===== src/rtl/mem_arbiter_if.sv =====
// Requester ports plus the memory port of the fetch/load-store memory arbiter.
// Latency: none, wires only.
// Backpressure: requesters hold req until ack; stall reports an unacknowledged request.
interface mem_arbiter_if #(
  parameter int WIDTH  = 32,
  parameter int ADDR_W = 20
);
  logic              if_req;
  logic [ADDR_W-1:0] if_addr;
  logic              if_ack;
  logic [WIDTH-1:0]  if_rdata;

  logic              d_req;
  logic              d_we;
  logic [ADDR_W-1:0] d_addr;
  logic [WIDTH-1:0]  d_wdata;
  logic              d_ack;
  logic [WIDTH-1:0]  d_rdata;

  logic              mem_en;
  logic              mem_we;
  logic [ADDR_W-1:0] mem_addr;
  logic [WIDTH-1:0]  mem_wdata;
  logic [WIDTH-1:0]  mem_rdata;

  logic              stall;
  logic              busy;

  // Arbiter side.
  modport slave (
    input  if_req, if_addr, d_req, d_we, d_addr, d_wdata, mem_rdata,
    output if_ack, if_rdata, d_ack, d_rdata,
    output mem_en, mem_we, mem_addr, mem_wdata, stall, busy
  );

  // Core and memory side.
  modport master (
    output if_req, if_addr, d_req, d_we, d_addr, d_wdata, mem_rdata,
    input  if_ack, if_rdata, d_ack, d_rdata,
    input  mem_en, mem_we, mem_addr, mem_wdata, stall, busy
  );
endinterface


===== src/rtl/mem_arbiter.sv =====
// Round-robin arbiter sharing one single-port fixed-latency memory between fetch and load/store.
// Latency: request seen in IDLE -> ack MEM_LAT+2 cycles later; one access every MEM_LAT+3 cycles.
// Backpressure: requesters hold req until their ack pulse; stall is high while a request is unacked.
module mem_arbiter #(
  parameter int WIDTH   = 32,
  parameter int ADDR_W  = 20,
  parameter int MEM_LAT = 2
) (
  input  logic         clk,
  input  logic         rstn,
  mem_arbiter_if.slave bus
);

  typedef enum logic [1:0] {IDLE, ISSUE, WAIT, ACK} state_t;
  typedef enum logic {SRC_FETCH, SRC_DATA} src_t;

  localparam logic [3:0] CNT_INIT = 4'(MEM_LAT - 1);

  state_t            state;
  src_t              src;
  src_t              last;
  src_t              win;
  logic [3:0]        cnt;

  logic              mem_en_q;
  logic              mem_we_q;
  logic [ADDR_W-1:0] mem_addr_q;
  logic [WIDTH-1:0]  mem_wdata_q;
  logic              if_ack_q;
  logic              d_ack_q;
  logic [WIDTH-1:0]  if_rdata_q;
  logic [WIDTH-1:0]  d_rdata_q;
  logic              busy_q;

  // Round-robin pick: on a tie the requester that did not win last time gets the slot.
  always_comb begin
    win = SRC_FETCH;
    if (bus.d_req && (!bus.if_req || last == SRC_FETCH)) begin
      win = SRC_DATA;
    end
  end

  // Access sequencer: grant in IDLE, strobe the memory in ISSUE, count out the latency, then ack.
  // The read-data register is split per requester so the unselected rdata output stays 0,
  // and both halves are cleared when the ack pulse ends.
  always_ff @(posedge clk or negedge rstn) begin
    if (!rstn) begin
      state       <= IDLE;
      src         <= SRC_FETCH;
      last        <= SRC_FETCH;
      cnt         <= '0;
      mem_en_q    <= 1'b0;
      mem_we_q    <= 1'b0;
      mem_addr_q  <= '0;
      mem_wdata_q <= '0;
      if_ack_q    <= 1'b0;
      d_ack_q     <= 1'b0;
      if_rdata_q  <= '0;
      d_rdata_q   <= '0;
      busy_q      <= 1'b0;
    end else begin
      case (state)
        IDLE: begin
          if (bus.if_req || bus.d_req) begin
            src      <= win;
            last     <= win;
            mem_en_q <= 1'b1;
            busy_q   <= 1'b1;
            state    <= ISSUE;
            if (win == SRC_DATA) begin
              mem_addr_q  <= bus.d_addr;
              mem_we_q    <= bus.d_we;
              mem_wdata_q <= bus.d_wdata;
            end else begin
              // Fetches never write, so the write-data register is cleared for them.
              mem_addr_q  <= bus.if_addr;
              mem_we_q    <= 1'b0;
              mem_wdata_q <= '0;
            end
          end
        end
        ISSUE: begin
          mem_en_q <= 1'b0;
          cnt      <= CNT_INIT;
          state    <= WAIT;
        end
        WAIT: begin
          if (cnt != 4'd0) begin
            cnt <= cnt - 4'd1;
          end else begin
            state <= ACK;
            if (src == SRC_FETCH) begin
              if_ack_q   <= 1'b1;
              if_rdata_q <= bus.mem_rdata;
            end else begin
              // A store returns nothing meaningful, so its ack carries zero data.
              d_ack_q   <= 1'b1;
              d_rdata_q <= mem_we_q ? '0 : bus.mem_rdata;
            end
          end
        end
        ACK: begin
          if_ack_q   <= 1'b0;
          d_ack_q    <= 1'b0;
          if_rdata_q <= '0;
          d_rdata_q  <= '0;
          busy_q     <= 1'b0;
          state      <= IDLE;
        end
        default: state <= IDLE;
      endcase
    end
  end

  // Stall drops in the ack cycle so the core advances on the edge that ends it.
  assign bus.stall     = (bus.if_req & ~if_ack_q) | (bus.d_req & ~d_ack_q);
  assign bus.busy      = busy_q;
  assign bus.mem_en    = mem_en_q;
  assign bus.mem_we    = mem_we_q;
  assign bus.mem_addr  = mem_addr_q;
  assign bus.mem_wdata = mem_wdata_q;
  assign bus.if_ack    = if_ack_q;
  assign bus.if_rdata  = if_rdata_q;
  assign bus.d_ack     = d_ack_q;
  assign bus.d_rdata   = d_rdata_q;

endmodule


===== src/flat_wrapper.sv =====
// flat-port wrapper written by rule: the top's interface ports become plain ports
module mem_arbiter_flat 
#(
  parameter int WIDTH   = 32,
  parameter int ADDR_W  = 20,
  parameter int MEM_LAT = 2
)
  (clk, rstn, bus_if_req, bus_if_addr, bus_d_req, bus_d_we, bus_d_addr, bus_d_wdata, bus_mem_rdata, bus_if_ack, bus_if_rdata, bus_d_ack, bus_d_rdata, bus_mem_en, bus_mem_we, bus_mem_addr, bus_mem_wdata, bus_stall, bus_busy);
  mem_arbiter_if #(.WIDTH(WIDTH), .ADDR_W(ADDR_W)) bus_i ();
  input  logic clk;
  input  logic rstn;
  input wire logic [$bits(bus_i.if_req)-1:0] bus_if_req;
  input wire logic [$bits(bus_i.if_addr)-1:0] bus_if_addr;
  input wire logic [$bits(bus_i.d_req)-1:0] bus_d_req;
  input wire logic [$bits(bus_i.d_we)-1:0] bus_d_we;
  input wire logic [$bits(bus_i.d_addr)-1:0] bus_d_addr;
  input wire logic [$bits(bus_i.d_wdata)-1:0] bus_d_wdata;
  input wire logic [$bits(bus_i.mem_rdata)-1:0] bus_mem_rdata;
  output wire logic [$bits(bus_i.if_ack)-1:0] bus_if_ack;
  output wire logic [$bits(bus_i.if_rdata)-1:0] bus_if_rdata;
  output wire logic [$bits(bus_i.d_ack)-1:0] bus_d_ack;
  output wire logic [$bits(bus_i.d_rdata)-1:0] bus_d_rdata;
  output wire logic [$bits(bus_i.mem_en)-1:0] bus_mem_en;
  output wire logic [$bits(bus_i.mem_we)-1:0] bus_mem_we;
  output wire logic [$bits(bus_i.mem_addr)-1:0] bus_mem_addr;
  output wire logic [$bits(bus_i.mem_wdata)-1:0] bus_mem_wdata;
  output wire logic [$bits(bus_i.stall)-1:0] bus_stall;
  output wire logic [$bits(bus_i.busy)-1:0] bus_busy;
  assign bus_i.if_req = bus_if_req;
  assign bus_i.if_addr = bus_if_addr;
  assign bus_i.d_req = bus_d_req;
  assign bus_i.d_we = bus_d_we;
  assign bus_i.d_addr = bus_d_addr;
  assign bus_i.d_wdata = bus_d_wdata;
  assign bus_i.mem_rdata = bus_mem_rdata;
  assign bus_if_ack = bus_i.if_ack;
  assign bus_if_rdata = bus_i.if_rdata;
  assign bus_d_ack = bus_i.d_ack;
  assign bus_d_rdata = bus_i.d_rdata;
  assign bus_mem_en = bus_i.mem_en;
  assign bus_mem_we = bus_i.mem_we;
  assign bus_mem_addr = bus_i.mem_addr;
  assign bus_mem_wdata = bus_i.mem_wdata;
  assign bus_stall = bus_i.stall;
  assign bus_busy = bus_i.busy;
  mem_arbiter #(.WIDTH(WIDTH), .ADDR_W(ADDR_W), .MEM_LAT(MEM_LAT)) u_core (.clk(clk), .rstn(rstn), .bus(bus_i));
endmodule

===== config.mk =====
export PLATFORM = sky130hd
export DESIGN_NAME = mem_arbiter_flat
export DESIGN_NICKNAME = d
export VERILOG_FILES = /design/src/rtl/mem_arbiter_if.sv /design/src/rtl/mem_arbiter.sv /design/src/flat_wrapper.sv
export SDC_FILE = /design/constraint.sdc
export NUM_CORES = 1
export LEC_CHECK = 0
export CORE_UTILIZATION = 43
export DETAILED_ROUTE_END_ITERATION = 7
export GPL_TIMING_DRIVEN = 0
export PLACE_DENSITY = 0.77
export SLEW_MARGIN = 30
export SYNTH_ARGS = -nofsm -noshare
export SYNTH_HDL_FRONTEND = slang
export SYNTH_SLANG_ARGS = --single-unit

===== constraint.sdc =====
create_clock -name clk -period 2.85 [get_ports clk]
set_clock_uncertainty 0.2 [all_clocks]
set_input_delay 0.57 -clock clk [delete_from_list [all_inputs] [get_ports clk]]
set_output_delay 0.57 -clock clk [all_outputs]
set_load 0.03 [all_outputs]

# Word level (Yosys, flattened, before mapping)
# Index checks and enable logic that the tools add are counted.
# word_totals
register_bits	128
latch_bits	0
mem_bits_rw	0
romBits	0
in_bits	109
output_inout_bits	122
elab_cells	69
memories	0
# op_classes
n_addsub	1
mul	0
div_mod_pow	0
n_lt_le_gt_ge	0
n_eq_ne	8
n_shift	0
mux	25
bitwise	6
reduce_logical	17
# ops
cell	n
$mux 32	6
$pmux 32 s2	2
$mux 20	1
$reduce_and 2->1	5
$pmux 1 s2	4
$pmux 2 s4	1
$pmux 4 s2	1
$reduce_bool 2->1	4
$mux 1	7
$ne 2x1->1 const B	3
$reduce_and 3->1	2
$eq 2x2->1 const B	2
$mux 2	2
$mux 4	1
$ne 2x2->1 const B	2
$reduce_bool 4->1	1
$sub 4x1->4 const B	1
$not 1->1	3
$and 1x1->1	2
$eq 2x1->1 const B	1
$logic_not 2->1	1
$logic_or 1x1->1	2
$logic_and 1x1->1	1
$logic_not 1->1	1
$or 1x1->1	1

# Depth between registers and ports, before layout
# Gate-level depths: netlist of the first run.
# logic_depth
ltp_word	5
mapped_depth	7
ltp_nobuf	5

# Worst setup path before layout of the first run
# OpenSTA, ideal clock, no wires.
# synth_path
path_type	register to register
startpoint	reg u_core.cnt[0]
endpoint	reg u_core.d_rdata_q[0], in the netlist u_core.bus.d_rdata[0]
t_arrival_ns	1.905
t_required_ns	2.584
setup_slack_ns	0.679
stages_incl_launch_ff	8
n_path_buf	2
period_less_slack_ns	2.171
cell_sequence	dfrtp_1 > inv_1 > ha_1 > or3b_1 > buf_6 > a2111oi_4 > buf_6 > a22o_1
# synth_between
elab_chain_len	3
# synth_rtl
element	line_no	rtl
start: declaration	mem_arbiter.sv:23	logic [3:0] cnt;
start signal: assignment	mem_arbiter.sv:89	cnt <= cnt - 4'd1;
$reduce_bool 4->1	mem_arbiter.sv:88	if (cnt != 4'd0) begin
$ne 2x2->1 (no line)	n/a	
$reduce_and 3->1 (no line)	n/a	
end signal: assignment	mem_arbiter.sv:98	d_rdata_q <= mem_we_q ? '0 : bus.mem_rdata;
end: declaration	mem_arbiter.sv:32	logic [WIDTH-1:0] d_rdata_q;
# Every way passes these cells.
# A chain may end at the register's enable or synchronous reset.

# Worst setup path after layout of the first run
# layout_path
startpoint	in bus_if_req
endpoint	out bus_stall
# layout_between
elab_chain_len	2
# layout_rtl
element	line_no	rtl
start: declaration	flat_wrapper.sv:12	input wire logic [$bits(bus_i.if_req)-1:0] bus_if_req;
$and 1x1->1	mem_arbiter.sv:116	assign bus.stall = (bus.if_req & ~if_ack_q) | (bus.d_req & ~d_ack_q);
$or 1x1->1	mem_arbiter.sv:116	
end: declaration	flat_wrapper.sv:27	output wire logic [$bits(bus_i.stall)-1:0] bus_stall;
# Every way passes these cells.

==> reports/qor.log, run 1 <==
[outcome] status complete, no violations
[layout] fraction of final layout cells sized beyond drive strength 1 0.0521
[layout] sequential standard cell area 3200 sq um
[hold_path] min-delay worst type reg -> reg
[logic_synthesis] warning count from the yosys run 0
[sta] tightest slew margin relative to the limit 0.630
[logic_synthesis] Seq/Total Area, Yosys 0.566
[layout] ANT cells 0
[logic_synthesis] top cells by area, synth sky130_fd_sc_hd__dfrtp_1 57%, sky130_fd_sc_hd__a22o_1 10%, sky130_fd_sc_hd__nand2_1 5.9%
[clock_network] number of gates given a new drive strength after cts 0
[layout] area growth from synthesis to layout 54.6%
[power_and_ir_drop] Peak VDD IR 590 uV
[power_and_ir_drop] static power due to leakage 0.00384 uW
[detailed_routing] number of DRC markers in iteration 0 217
[logic_synthesis] syn_nets 641
[logic_synthesis] Mapped Avg Cell Area 10.8 sq um
[grt] met3 track demand over resource in global routing 0.0794
[worst_setup_path] stage delay of the slowest cell on the critical path 720 ps
[grt] global-route layer with the greatest usage met2
[layout] Final Util 0.688
[worst_setup_path] required time of the critical path 2080 ps
[place] Placed Area 8210 sq um
[job] # Max-Cap Violations 0
[layout] area taken by multi-input logic gates 2210 sq um
[logic_synthesis] number of enable-type register cells in the synthesized netlist 0
[worst_setup_path] Buf+Inv Stages, Crit Path 3
[worst_setup_path] dominant cell type by count on the critical path sky130_fd_sc_hd__clkdlybuf4s50_1
[worst_setup_path] critical path class in -> out
[sta] time the final worst path needs with I/O delays and setup 2820 ps
[sta] timing-limited maximum frequency 354 MHz
[clock_network] clock tree from TritonCTS done
[detailed_routing] routed wire length 16.3 mm
[worst_setup_path] Arrival @ worst endpoint 2050 ps
[grt] total overflow reported by the global router 0
[detailed_routing] DRC violations left 0
[floorplan] die boundary width 117 um
[detailed_routing] routed wirelength normalized by instance count 17.0 um
[place] detailed placement HPWL 12.2 mm
[worst_setup_path] capturing element type of the critical path output pin
[worst_setup_path] maximum fanout along the worst path 5
[logic_synthesis] register bit count reported by yosys 128
[power_and_ir_drop] power density cells 1210 nW/um^2
[sta] RSZ-0062 raised after global routing no
[logic_synthesis] synthesized instance count 524
[clock_network] clock sinks 128
[layout] count of fill cells added during filler insertion 979
[sta] period utilization 0.990
[worst_setup_path] worst reg2reg endpoint u_core.bus.if_rdata[4]
[logic_synthesis] share of the synthesized area in the top cell type 0.566
[worst_setup_path] critical path depth 4
[grt] met1 capacity usage during global routing 0.301
[sta] number of endpoints with negative hold slack in the final report 0
[grt] vias in the first global route 5166
[worst_setup_path] critical path endpoint bus_stall
[worst_setup_path] Worst R2R Start u_core.state[0]
[worst_setup_path] critical path startpoint bus_if_req
[logic_synthesis] post-synth cell types 33
[clock_network] register clock-pin slew on the reported worst setup and hold paths 50 ps
[clock_network] level count of the clock H-tree 4
[floorplan] core region area 12700 sq um
[worst_setup_path] chain of cells forming the critical path clkdlybuf4s50_1, inv_1, o22ai_1, clkdlybuf4s50_1
[worst_setup_path] startpoint type of the worst setup path primary input
[layout] Final nets 892
[floorplan] die footprint 13600 sq um
[detailed_routing] total number of vias 5102
[sta] Final TNS setup 0 ps
[detailed_routing] number of optimization iterations in the first detailed-route pass 5
[place] number of port buffers 230
[worst_setup_path] CP max-delay cell sky130_fd_sc_hd__clkdlybuf4s50_1
[sta] number of max-slew violations in the final report 0
[sta] worst hold margin 276 ps
[grt] maximum number of pins on one net before global-route repair 71
[worst_setup_path] Largest delay share family, worst path buffers and inverters
[floorplan] standard-cell row count 41
[place] routability congestion estimate from global placement 0.769
[clock_network] clk root buf sky130_fd_sc_hd__clkbuf_16
[floorplan] count of pins on the block boundary 231
[clock_network] worst-skew pair later-pin latency 410 ps
[layout] total non-filler cell area in the finished layout 8750 sq um
[logic_synthesis] Mapped Area 5660 sq um
[grt] met2 global-route usage 0.418
[detailed_routing] via density per instance 5.32
[logic_synthesis] dominant cell type by area after synthesis sky130_fd_sc_hd__dfrtp_1
[grt] initial antenna violation count 0
[floorplan] Vert. Die Dim 117 um
[grt] global-route wire length before repair 25.8 mm
[clock_network] number of buffers created by CTS 17
[logic_synthesis] Post-synth ARST share 1.00
[logic_synthesis] primary flip-flop cell chosen by synthesis mapping sky130_fd_sc_hd__dfrtp_1
[sta] actual transition at the worst max-transition pin 555 ps
[clock_network] Post-CTS Setup Inserts 0
[sta] final setup violation count 0
[worst_setup_path] Worst Reg2Reg Path Length in Cells 7
[clock_network] maximum count of clock buffers along a single path 2
[worst_setup_path] Register-to-Register Setup Slack 280 ps
[detailed_routing] post-route antenna net violation count 0
[grt] global router's overall resource usage 0.245
[floorplan] effective utilization at floorplan 0.445
-- cell families (layout without fill, tap and decap cells) --
logic type               count (synthesis)  after routing  synth area share
AO/OA/AOI/OAI                          136            136             0.194
buffers and inverters                   55            318            0.0427
flip-flops                             128            128             0.566
adder cells (fa/ha/maj)                  8              8            0.0177
AND/OR/NAND/NOR                        172            172             0.135
multiplexers                            25             25            0.0447
-- cell usage after synthesis (2+ instances only) --
master and count:
sky130_fd_sc_hd__dfrtp_1 128, sky130_fd_sc_hd__a21oi_1 2, sky130_fd_sc_hd__o21ai_0 25, sky130_fd_sc_hd__inv_1 7, sky130_fd_sc_hd__a211o_1 33, sky130_fd_sc_hd__buf_1 10, sky130_fd_sc_hd__nor2b_1 4, sky130_fd_sc_hd__a22o_1 66
sky130_fd_sc_hd__nor2_1 6, sky130_fd_sc_hd__buf_6 4, sky130_fd_sc_hd__nand2b_1 2, sky130_fd_sc_hd__mux2i_1 23, sky130_fd_sc_hd__ha_1 8, sky130_fd_sc_hd__nand2_1 89, sky130_fd_sc_hd__mux2_2 2, sky130_fd_sc_hd__nand3_1 66
sky130_fd_sc_hd__buf_2 4, sky130_fd_sc_hd__clkbuf_1 30
-- cell type report --
type                            count  share of cell area
Multi-Input combinational cell    341               0.253
Inverter                            7             0.00300
Tap cell                          172              0.0246
Clock buffer                       20              0.0499
Sequential cell                   128               0.366
Buffer                             48              0.0246
Clock inverter                     11              0.0107
Timing Repair Buffer              232               0.268
-- stage by stage --
| step | total power (uW) | cells | setup WS [ps] |
|---|---|---|---|
| 6_report | 10600 | 959 | 27.7 |
| 5_1_grt | 11300 | 959 | 9.74 |
| 4_1_cts | 10700 | 959 | 25.4 |
| 3_5_place_dp | 8680 | 927 | 28.8 |
| 3_3_place_gp | 8520 | 926 | -3820 |
| 2_1_floorplan | 6390 | 524 | 679 |
-- metal layers --
| metal | share of wire | vias up |
|---|---|---|
| li1 | - | 2386 |
| met1 | 0.41 | 2466 |
| met2 | 0.49 | 231 |
| met3 | 0.089 | 19 |
| met4 | 0.010 | 0 |
| met5 | 0 | - |
-- cells in the final DEF, fill, tap and decap left out, drive strengths merged --
master,instances
dlygate4sd3,1
nand3b,1
o22ai,1
dfrtp,128
clkinvlp,1
o21a,1
and2,1
a21boi,2
nand3,66
nand2,89
clkinv,9
nor4,1
ha,8
a211o,33
clkbuf,50
a2111oi,1
clkdlybuf4s50,229
nor2,6
a22o,66
o211ai,1
nand2b,2
bufinv,1
a21o,1
o31a,1
buf,20
a2bb2oi,1
or4b,1
a21oi,2
a22oi,1
nor2b,4
o21ai,25
mux2,2
mux2i,23
inv,7
or3b,1
-- power breakdown --
part           total, uW  internal (uW)  switching, uW
registers           3080           2560            517
logic               5590           2260           3330
clock network       1960           1190            771
total              10600           6010           4620
-- flip-flops by register name, indices dropped and copies added (netlist names) --
signal                cells
u_core.bus.mem_wdata     32
u_core.src                1
u_core.bus.if_rdata      32
u_core.state              2
u_core.bus.mem_we         1
u_core.bus.mem_en         1
u_core.bus.d_ack          1
u_core.cnt                4
u_core.bus.if_ack         1
u_core.bus.mem_addr      20
u_core.bus.busy           1
u_core.bus.d_rdata       32
-- worst min-delay path: stages, from the launching register on --
cell and delay, ps:
sky130_fd_sc_hd__dfrtp_1 340, sky130_fd_sc_hd__nand2_1 40, sky130_fd_sc_hd__o21ai_0 60
-- worst min-delay path by stage --
stage	startpoint	endpoint	slack, ps	cells after the start
2_1_floorplan	rstn	u_core.bus.busy	70	0
3_3_place_gp	u_core.bus.mem_addr[4]	u_core.bus.mem_addr[4]	260	2
3_5_place_dp	u_core.bus.mem_addr[10]	u_core.bus.mem_addr[10]	270	2
4_1_cts	u_core.bus.mem_addr[10]	u_core.bus.mem_addr[10]	280	2
5_1_grt	u_core.bus.d_rdata[15]	u_core.bus.d_rdata[15]	300	1
6_report	u_core.bus.mem_addr[10]	u_core.bus.mem_addr[10]	280	2
-- what timing repair did --
action	CTS	global route
hold endpoints to repair	69	0
endpoints found under the setup margin	0	0
hold buffers	1	0
Note: power is estimated with default switching activity, not from simulation.
==> inputs of run 2 (changes only) <==
--- a/config.mk
+++ b/config.mk
@@ -5,7 +5,8 @@
 export SDC_FILE = /design/constraint.sdc
 export NUM_CORES = 1
 export LEC_CHECK = 0
-export CORE_UTILIZATION = 43
+export ABC_AREA = 1
+export CORE_UTILIZATION = 44
 export DETAILED_ROUTE_END_ITERATION = 7
 export GPL_TIMING_DRIVEN = 0
 export PLACE_DENSITY = 0.77
==> run 2 against run 1 <==
Compared with the run above:
- core utilization is 0.12 points higher
- worst setup slack improved by 28 ps
- register-to-register slack better by 560 ps
- critical path type unchanged
- critical endpoint unchanged
==> reports/qor.log, run 2 <==
[logic_synthesis] top cells by area, synth sky130_fd_sc_hd__dfrtp_1 53%, sky130_fd_sc_hd__nand2_1 11%, sky130_fd_sc_hd__inv_1 6.9%
[worst_setup_path] Register-to-Register Setup Slack 840 ps
[sta] time the final worst path needs with I/O delays and setup 2790 ps
[grt] met1 capacity usage during global routing 0.349
[layout] sequential standard cell area 3200 sq um
[power_and_ir_drop] Clk pwr share 0.176
[clock_network] Post-CTS Setup Inserts 0
[clock_network] clk root buf sky130_fd_sc_hd__clkbuf_16
[worst_setup_path] Worst Reg2Reg Path Length in Cells 6
[detailed_routing] number of DRC markers in iteration 0 395
[logic_synthesis] warning count from the yosys run 0
[grt] global router's overall resource usage 0.259
[place] number of port buffers 229
[grt] met3 track demand over resource in global routing 0.0580
[grt] vias in the first global route 5605
[place] placement-stage worst setup slack 60.1 ps
[logic_synthesis] most frequent cell after synthesis sky130_fd_sc_hd__nand2_1
[sta] final worst-path setup slack 55.3 ps
[worst_setup_path] worst reg2reg endpoint u_core.bus.d_rdata[9]
[logic_synthesis] most numerous cell types in the synthesized netlist 172 x sky130_fd_sc_hd__nand2_1, 128 x sky130_fd_sc_hd__dfrtp_1, 112 x sky130_fd_sc_hd__inv_1
[sta] tightest slew margin relative to the limit 0.652
[clock_network] maximum count of clock buffers along a single path 2
[floorplan] effective utilization at floorplan 0.454
[detailed_routing] routed wirelength normalized by instance count 15.2 um
[logic_synthesis] post-synth cell types 23
[sta] actual transition at the worst max-transition pin 523 ps
[place] routability congestion estimate from global placement 0.850
[logic_synthesis] share of the synthesized area in the top cell type 0.528
[grt] total overflow reported by the global router 0
[hold_path] Hold Path Depth 2
[layout] number of standard cells in the final layout excluding fillers 1164
[layout] area taken by multi-input logic gates 2140 sq um
[floorplan] die boundary width 119 um
[clock_network] level count of the clock H-tree 4
[place] Cell Count Post-Placement 1131
[hold_path] hold path endpoint u_core.bus.d_rdata[4]
[floorplan] Vert. Die Dim 119 um
[layout] area growth from synthesis to layout 51.7%
[logic_synthesis] Seq/Total Area, Yosys 0.528
[worst_setup_path] startpoint type of the worst setup path primary input
[detailed_routing] post-route antenna net violation count 0
[layout] Final Util 0.689
[worst_setup_path] Worst R2R Start u_core.state[0]
[outcome] status complete, no violations
[detailed_routing] DRC violations left 0
[clock_network] worst-skew pair later-pin latency 410 ps
[sta] period utilization 0.981
[logic_synthesis] number of enable-type register cells in the synthesized netlist 0
[sta] number of max-slew violations in the final report 0
[layout] Final nets 1092
[floorplan] core region area 13300 sq um
[worst_setup_path] critical path class in -> out
[power_and_ir_drop] power density cells 1310 nW/um^2
[layout] fraction of final layout cells sized beyond drive strength 1 0.0759
[power_and_ir_drop] Cell Int Power 6590 uW
[logic_synthesis] primary flip-flop cell chosen by synthesis mapping sky130_fd_sc_hd__dfrtp_1
[layout] commonest non-fill, non-tap cells in the layout 228 x sky130_fd_sc_hd__clkdlybuf4s50_1, 172 x sky130_fd_sc_hd__nand2_1, 128 x sky130_fd_sc_hd__dfrtp_1
[grt] initial antenna violation count 0
[logic_synthesis] synthesized instance count 725
[layout] ANT cells 0
[logic_synthesis] Mapped Avg Cell Area 8.36 sq um
[logic_synthesis] syn_nets 842
[power_and_ir_drop] switching share of power 0.452
[layout] leading cell type in the layout, fill and taps excluded sky130_fd_sc_hd__clkdlybuf4s50_1
[power_and_ir_drop] combinational fraction of design power 0.562
[grt] met2 global-route usage 0.407
[detailed_routing] number of optimization iterations in the first detailed-route pass 4
[power_and_ir_drop] static power due to leakage 0.00446 uW
[clock_network] register clock-pin slew on the reported worst setup and hold paths 50 ps
[grt] global-route layer with the greatest usage met2
[clock_network] number of buffers created by CTS 17
[floorplan] die footprint 14200 sq um
[layout] count of fill cells added during filler insertion 1133
[logic_synthesis] register bit count reported by yosys 128
[clock_network] clock sinks 128
[hold_path] Hold Crit Start u_core.bus.d_rdata[4]
[detailed_routing] via density per instance 5.04
[floorplan] standard-cell row count 42
[logic_synthesis] Mapped Area 6060 sq um
[detailed_routing] total number of vias 5864
[place] detailed placement HPWL 13.2 mm
[sta] RSZ-0062 raised after global routing no
[worst_setup_path] capturing element type of the critical path output pin
[floorplan] count of pins on the block boundary 231
[job] # Max-Cap Violations 0
[sta] final setup violation count 0
[detailed_routing] routed wire length 17.7 mm
[hold_path] min-delay worst type reg -> reg
[power_and_ir_drop] net switching power 5430 uW
[grt] maximum number of pins on one net before global-route repair 67
[grt] global-route wire length before repair 28.7 mm
[sta] number of endpoints with negative hold slack in the final report 0
[worst_setup_path] required time of the critical path 2080 ps
[sta] timing-limited maximum frequency 358 MHz
[sta] Final TNS setup 0 ps
[power_and_ir_drop] Reg power frac 0.262
[logic_synthesis] Post-synth ARST share 1.00
[worst_setup_path] maximum fanout along the worst path 3
[worst_setup_path] Arrival @ worst endpoint 2020 ps
[logic_synthesis] dominant cell type by area after synthesis sky130_fd_sc_hd__dfrtp_1
[clock_network] clock tree from TritonCTS done
[power_and_ir_drop] Peak VDD IR 725 uV
run 2: changes by cell type after synthesis, sizes merged, moves of 35 or more:
cell   previous run  this run
nand4             0        66
inv               7       114
nand2            89       174
a22o             66         0
o22ai             1        36
run 2: cell type report:
type | instances | share of cell area
sequential | 128 | 0.348
multi-input combinational | 428 | 0.233
inverter | 114 | 0.0465
clock buffer | 18 | 0.0478
buffer | 55 | 0.0316
timing repair buffer | 231 | 0.254
tap | 176 | 0.0239
clock inverter | 14 | 0.0154
run 2: per-stage QoR:
step | area (sq um) | total power, uW | hold WS (ps)
5_1_grt | 9200 | 12800 | 289
3_5_place_dp | 8610 | 9920 | 258
2_1_floorplan | 6060 | 7300 | 74.4
6_report | 9200 | 12000 | 268
4_1_cts | 9200 | 12100 | 272
3_3_place_gp | 8570 | 9810 | 254
run 2: worst max-delay path: stages:
cell	delay (ps)
sky130_fd_sc_hd__clkdlybuf4s50_1	500
sky130_fd_sc_hd__inv_1	70
sky130_fd_sc_hd__o22ai_1	150
sky130_fd_sc_hd__clkdlybuf4s50_1	730
run 2: cell families after synthesis:
| logic type | after synthesis | share of synthesized area |
|---|---|---|
| DFF | 128 | 0.528 |
| and+or+nand+nor | 357 | 0.268 |
| xor gates and xnor gates | 1 | 0.00145 |
| adders and majority gates | 8 | 0.0165 |
| buffers and inverters | 169 | 0.118 |
| AOI/OAI and AO/OA | 62 | 0.0675 |
run 2: routing by layer:
metal,part of all wire,routed length [um]
met5,0,0
met4,0.025,443
met3,0.053,943
met2,0.47,8270
met1,0.45,8030
run 2: what timing repair did:
action	in CTS	in global routing
endpoints found under the setup margin	0	0
hold endpoints to repair	65	0
gates resized for setup	0	0
hold buffers	1	0
run 2: worst max path at each step:
stage                               to  startpoint  cells past startpoint
6_report                     bus_stall  bus_if_req                      4
5_1_grt                      bus_stall  bus_if_req                      4
4_1_cts                      bus_stall  bus_if_req                      4
3_5_place_dp                 bus_stall  bus_if_req                      4
3_3_place_gp   u_core.bus.mem_addr[13]        rstn                      1
2_1_floorplan                bus_stall   bus_d_req                      3
run 2: power by group through the flow:
| stage | Combinational [uW] | Clock, uW | Sequential [uW] |
|---|---|---|---|
| after floorplan | 2620 | 0 | 4680 |
| after global placement | 6660 | 0 | 3150 |
| after detailed placement | 6760 | 0 | 3160 |
| after CTS | 6790 | 2150 | 3150 |
| after global routing | 7310 | 2240 | 3260 |
| final | 6760 | 2120 | 3150 |
